--- src/rtl/string_hw_n.sv ---
// Sequential string engine: compare, case conversion, reverse and character search,
// one character per clock on operands latched at start.
module string_hw_n #(
    parameter int MAXLEN = 16,
    parameter int LENW   = $clog2(MAXLEN + 1)
) (
    input  logic                       clk,
    input  logic                       reset,
    input  logic                       go,
    input  logic [2:0]                 index,
    input  logic [0:MAXLEN-1][7:0]     A,
    input  logic [0:MAXLEN-1][7:0]     B,
    input  logic [LENW-1:0]            lengthA,
    input  logic [LENW-1:0]            lengthB,
    output logic                       busy,
    output logic                       done,
    output logic                       err,
    output logic [0:MAXLEN-1][7:0]     result
);
    localparam int RW = MAXLEN * 8;
    localparam int IW = (MAXLEN > 1) ? $clog2(MAXLEN) : 1;

    localparam logic [2:0] OP_CMP  = 3'd0;
    localparam logic [2:0] OP_UP   = 3'd1;
    localparam logic [2:0] OP_LO   = 3'd2;
    localparam logic [2:0] OP_REV  = 3'd3;
    localparam logic [2:0] OP_FIND = 3'd4;

    typedef enum logic [1:0] {IDLE, RUN, DONE} state_t;

    state_t                   state_q;
    logic [2:0]               op_q;
    logic [0:MAXLEN-1][7:0]   a_q, b_q, res_q;
    logic [LENW-1:0]          lenA_q, lenB_q, i_q;
    logic                     stop_q, errp_q, busy_q, done_q, err_q;

    logic [IW-1:0]            idx, ridx;
    logic [7:0]               ch, rch, up, lo;
    logic                     illegal, lens_ne, stop;

    function automatic logic [LENW-1:0] clamp(input logic [LENW-1:0] l);
        return (l > LENW'(MAXLEN)) ? LENW'(MAXLEN) : l;
    endfunction

    always_comb begin
        idx     = IW'(i_q);
        ridx    = IW'(lenA_q - i_q - LENW'(1));
        ch      = a_q[idx];
        rch     = a_q[ridx];
        up      = (ch >= 8'h61 && ch <= 8'h7a) ? ch - 8'h20 : ch;
        lo      = (ch >= 8'h41 && ch <= 8'h5a) ? ch + 8'h20 : ch;
        illegal = (op_q > OP_FIND);
        lens_ne = (lenA_q != lenB_q);
        // stop_q marks an early terminator (mismatch or match) seen last cycle
        stop    = stop_q || (i_q == lenA_q) || illegal || (op_q == OP_CMP && lens_ne);
    end

    always_ff @(posedge clk or posedge reset) begin
        if (reset) begin
            state_q <= IDLE;
            op_q    <= '0;
            a_q     <= '0;
            b_q     <= '0;
            res_q   <= '0;
            lenA_q  <= '0;
            lenB_q  <= '0;
            i_q     <= '0;
            stop_q  <= 1'b0;
            errp_q  <= 1'b0;
            busy_q  <= 1'b0;
            done_q  <= 1'b0;
            err_q   <= 1'b0;
        end else begin
            case (state_q)
                IDLE: if (go) begin
                    op_q    <= index;
                    a_q     <= A;
                    b_q     <= B;
                    lenA_q  <= clamp(lengthA);
                    lenB_q  <= clamp(lengthB);
                    res_q   <= '0;
                    i_q     <= '0;
                    stop_q  <= 1'b0;
                    errp_q  <= (index > OP_FIND) || (lengthA > LENW'(MAXLEN)) ||
                               (index == OP_CMP && lengthB > LENW'(MAXLEN));
                    busy_q  <= 1'b1;
                    state_q <= RUN;
                end
                RUN: if (stop) begin
                    state_q <= DONE;
                    busy_q  <= 1'b0;
                    done_q  <= 1'b1;
                    err_q   <= errp_q;
                    if (!stop_q && !illegal) begin
                        if (op_q == OP_CMP && !lens_ne) res_q <= RW'(1);
                        if (op_q == OP_FIND)            res_q <= '1;
                    end
                end else begin
                    i_q <= i_q + LENW'(1);
                    case (op_q)
                        OP_CMP:  if (ch != b_q[idx]) stop_q <= 1'b1;
                        OP_UP:   res_q[idx] <= up;
                        OP_LO:   res_q[idx] <= lo;
                        OP_REV:  res_q[idx] <= rch;
                        OP_FIND: if (ch == b_q[0]) begin
                            res_q  <= RW'(i_q);
                            stop_q <= 1'b1;
                        end
                        default: ;
                    endcase
                end
                DONE: if (!go) begin
                    state_q <= IDLE;
                    done_q  <= 1'b0;
                    err_q   <= 1'b0;
                end
                default: state_q <= IDLE;
            endcase
        end
    end

    assign busy   = busy_q;
    assign done   = done_q;
    assign err    = err_q;
    assign result = res_q;
endmodule
--- config.mk ---
export PLATFORM = sky130hd
export DESIGN_NAME = string_hw_n
export DESIGN_NICKNAME = d
export VERILOG_FILES = /design/src/rtl/string_hw_n.sv
export SDC_FILE = /design/constraint.sdc
export NUM_CORES = 1
export LEC_CHECK = 0
export ABC_AREA = 1
export BUFFER_PORTS_ARGS = -buffer_cell sky130_fd_sc_hd__buf_2
export CAP_MARGIN = 30
export CORE_ASPECT_RATIO = 2
export CORE_UTILIZATION = 52
export DETAILED_ROUTE_END_ITERATION = 7
export GPL_ROUTABILITY_DRIVEN = 0
export GPL_TIMING_DRIVEN = 0
export PLACE_DENSITY = 0.77
export RECOVER_POWER = 50
export SLEW_MARGIN = 5
export SYNTH_ARGS = -nofsm -noshare
export SYNTH_HDL_FRONTEND = slang
export SYNTH_SLANG_ARGS = --single-unit
export TNS_END_PERCENT = 50
--- constraint.sdc ---
create_clock -name clk -period 15.25 [get_ports clk]
set_input_delay 3.05 -clock clk [delete_from_list [all_inputs] [get_ports clk]]
set_output_delay 3.05 -clock clk [all_outputs]
set_load 0.02 [all_outputs]
# Word level (Yosys, flattened, before mapping)
# Cells that the tools add are included.
totals:
  out_inout_bits: 131
  in_bits: 272
  wordCells: 171
  regBits: 409
op_classes:
  muxes: 47
  eq_ne: 21
  reduce_logical: 27
  n_addsub: 5
  n_lt_le_gt_ge: 11
  n_bitwise: 2
op_table:
  columns: ["operator", "count"]
  rows:
  - ["$mux W128", 6]
  - ["$pmux W128 S4", 1]
  - ["$bwmux W128", 3]
  - ["$pmux W128 S2", 1]
  - ["$bmux W8 S4", 3]
  - ["$mux W8", 9]
  - ["$demux W8 S4", 1]
  - ["$mux W5", 4]
  - ["$ge A8 B7 Y1 const B", 2]
  - ["$le A8 B7 Y1 const B", 2]
  - ["$ne A3 B3 Y1 const B", 4]
  - ["$reduce_and A3 Y1", 4]
  - ["$reduce_and A6 Y1", 2]
  - ["$ge A5 B5 Y1 const B", 2]
  - ["$gt A5 B5 Y1 const B", 2]
  - ["$not A4 Y5", 2]
  - ["$pmux W1 S2", 5]
  - ["$pmux W5 S2", 1]
  - ["$mux W1", 9]
  - ["$add A8 B6 Y8 const B", 1]
  - ["$eq A8 B8 Y1", 1]
  - ["$ne A2 B2 Y1 const B", 4]
  - ["$ne A4 B4 Y1 const B", 2]
  - ["$ne A8 B8 Y1", 1]
  - ["23 further kinds", 41]

# Longest topological paths before layout
logic_depth:
  ltp_word: 11
  depth_mapped: 27
  depth_no_buf: 21

# Worst setup path before layout
# No wires, ideal clock.
synth_timing:
  path_type: "input to register"
  startpoint: "input port go"
  endpoint: "register res_q (netlist bit result[22])"
  arrival_ns: 4.373
  required_time_ns: 15.185
  setup_ns: 0.065
  n_path_buf: 1
  slack_ns: 10.813
  stages: 9
  path_cell_list: "inv_1 -> nor2_1 -> nor2_1 -> a221oi_2 -> clkbuf_1 -> nand4_1 -> nor2_1 -> o21ai_1 -> nand2_1"
synth_between:
  elab_chain_cells: 2
synth_rtl:
  columns: ["element", "line_no", "text"]
  rows:
  - ["from (decl)", "9", "input logic go,"]
  - ["$ne A2 B2 Y1 (no line)", null, null]
  - ["$reduce_and A6 Y1 (no line)", null, null]
  - ["to (signal, indexed assignment)", "102", "OP_UP: res_q[idx] <= up;"]
  - ["to (signal, indexed assignment)", "103", "OP_LO: res_q[idx] <= lo;"]
  - ["to (signal, indexed assignment)", "104", "OP_REV: res_q[idx] <= rch;"]
  - ["to (decl)", "33", "logic [0:MAXLEN-1][7:0] a_q, b_q, res_q;"]
# Every way passes these cells.
# A chain may end at the register's enable or synchronous reset.

==> impl_metrics.ini <==
[status]
run_status = finished, violations left
violations = design-rule violations, max-capacitance violations, max-slew violations

[grt]
overflow = 0
grt_pass1_wl_um = 158000
grtUsageTotal_pct = 43.6
grt_pass1_vias = 27500
antenna_found_initial = 2
grt_max_degree = 125

[synthesis]
synthSimpleGateAreaFrac_pct = 30.5
synth_top_family_by_area = simple AND/OR/NAND/NOR gates
muxShareOfSynthArea_pct = 0
dominantRegCellSynth = dfrtp_1
ys_seq_area_share_pct = 41.1
synthAdderAreaFrac_pct = 0.583
synthXorXnorAreaFrac_pct = 0.457
synth-async-reset-ratio_pct = 100
ys_warn_count = 0
synth_nets = 4013
synth_edf_count = 0
synth_area_um2 = 24900
synth_compound_area_share_pct = 17.9
ys_seq_elements = 409
syn_avg_cell_area_um2 = 6.67
synth_cell_type_count = 40
synth_cells = 3730

[worst_setup_path]
r2r_start = i_q[1]$_DFFE_PP0P_
cpMaxStageDelayCell = clkbuf_1
cp-start-kind = input pin
reg2reg_to = result[47]$_DFFE_PP0P_
endpoint_kind = async pin
max_stage_delay_ns = 4.82
cp.arrival_ns = 8.25
reg2reg_depth = 19
critPathRequiredTime_ns = 14.24
critPathKind = input pin to async pin
reg2reg_slack_ns = 8.97
worstPathMaxFanout = 124
crit_chain = buf_2, clkinvlp_2, clkbuf_1

[timing]
relSlewSlack_pct = -362
fmax_ghz = 0.108
setup_ws_ns = 5.99
fin_skew_ns = 0.0326
slew_viol_final = 125
fin_crit_sh_pct = 60.7
fin_crit_ns = 9.26
rsz0062_at_grt = no
finalHoldViolCount = 0
setup_violations = 0
tightest_slew_ns = 6.92

[min_path]
hold_path.class = flop to flop
hold_start = b_q[76]$_DFFE_PP0P_
min_to = b_q[76]$_DFFE_PP0P_
min_path_cells = 2

[routing]
drt-pass1-iter-count = 8
wl_um = 105000
route.detailed.drc = 2
vias_per_cell = 5.88
drtIter0Drc = 3176
via_count = 28500
wl_per_cell_um = 21.6
drt.antenna.violating_nets = 0

[pwr]
total_power_mw = 7.50
ir_drop_v = 0.000133
powerDensity_nw_per_um2 = 257
power_leakage_nw = 14.4

[clock_network]
clk_pin_slew_ns = 0.06
cts_resized = 0
cts_tree = built
cts_hold_buf = 0
numCtsBuffers = 39
cts_root_buffer = clkbuf_16
clk_latency_ns = 0.59
clock_path_buffers = 3
post_cts_buffers = 0
htree_num_levels = 2
clock-sinks = 409

[place]
place_worst_setup_slack_ns = 9.84
dpl.hpwl_um = 76800
numPortBuffers = 402

[floorplanning]
core_um2 = 47400
die_w_um = 157
row_count = 113
die_h_um = 311
start_util_pct = 52.6
num_io_pins = 403
die_area_um2 = 48800

[final_layout]
fillers = 4576
final_common_cell = nand2_1
synthToLayoutAreaGrowth_pct = 17.4
drive_gt1_share_pct = 13.5
regArea_um2 = 10200
multi_input_area_um2 = 12300
fin_nets = 4467
final_cell_mix = nand2_1 (1298), o21ai_0 (551), dfrtp_1 (409)

[flow_run]
drv_cap = 1
area by class of cell:
class	count	area share [%]
clock buffers	55	3.96
clock inverters	13	0.865
flip-flops and latches	409	35.0
repair buffers	413	7.29
well taps	632	2.71
plain buffers	269	4.08
inverters	310	3.99
multi-input cells	2742	42.1
diodes	2	0.0171
state kept, by name, indices dropped and copies added, names as in the netlist, 2 cells and up:
register,count
a_q,128
result,128
lenA_q,5
op_q,3
b_q,128
lenB_q,5
state_q,2
i_q,5
worst max-delay path by stage:
stage | from | end | slack, ns | depth (start not counted)
floorplan | reset | a_q[0]$_DFFE_PP0P_ | 0.82 | 1
global placement | reset | result[73]$_DFFE_PP0P_ | -3.70 | 2
detailed placement | i_q[0]$_DFFE_PP0P_ | result[22]$_DFFE_PP0P_ | 9.84 | 21
CTS | i_q[0]$_DFFE_PP0P_ | result[22]$_DFFE_PP0P_ | 9.80 | 21
global route | reset | b_q[28]$_DFFE_PP0P_ | 4.74 | 3
finish | reset | b_q[28]$_DFFE_PP0P_ | 5.99 | 3
worst max-delay path: cells and delay by family:
family	cells	cell delay, ns
buffers and inverters	3	5.07
layer usage:
metal	GRT usage (%)	share of wire, %	up-vias
met5	0.725	0	-
met4	41.0	11	0
met3	12.3	10	621
met2	70.2	47	1992
met1	45.0	32	13000
li1	-	-	12900
cell families after synthesis:
logic type,count (synthesis)
AOI/OAI and AO/OA,845
xor gates and xnor gates,13
adders and majority gates,11
buffers and inverters,579
DFF,409
and+or+nand+nor,1873
per-stage QoR:
stage	utilization, %	hold WS (ns)	area (um2)	setup TNS [ns]	instances
floorplan	-	0.444	24900	0	3730
detailed placement	58.7	0.460	27800	0	4768
CTS	61.7	0.478	29200	0	4836
global placement	58.5	0.457	27700	-1483.04	4764
global route	61.7	0.490	29200	0	4844
finish	61.7	0.477	29200	0	4845
cells in the mapped netlist (11+ instances only):
library cell,number,area share (%)
nand2_1,1298,20
o21ai_0,551,11
dfrtp_1,409,41
inv_1,299,4.5
nor2_1,271,4.1
nand3_1,191,3.8
clkbuf_1,187,2.8
a21oi_1,142,2.9
o211ai_1,51,1.5
nand4_1,45,1.1
o21ai_1,45,0.90
or2_2,33,0.83
buf_2,30,0.60
buf_1,25,0.38
o22ai_1,25,0.63
a31oi_1,15,0.38
buf_4,15,0.45
buf_6,12,0.54
nor2_2,11,0.28
xor2_1,11,0.39
power by group:
| part | internal (mW) | total, mW | switching, mW |
|---|---|---|---|
| Sequential | 1.51 | 1.77 | 0.264 |
| Combinational | 1.20 | 4.62 | 3.42 |
| Clock | 0.634 | 1.10 | 0.463 |
Power figures use the tool's default switching activity.
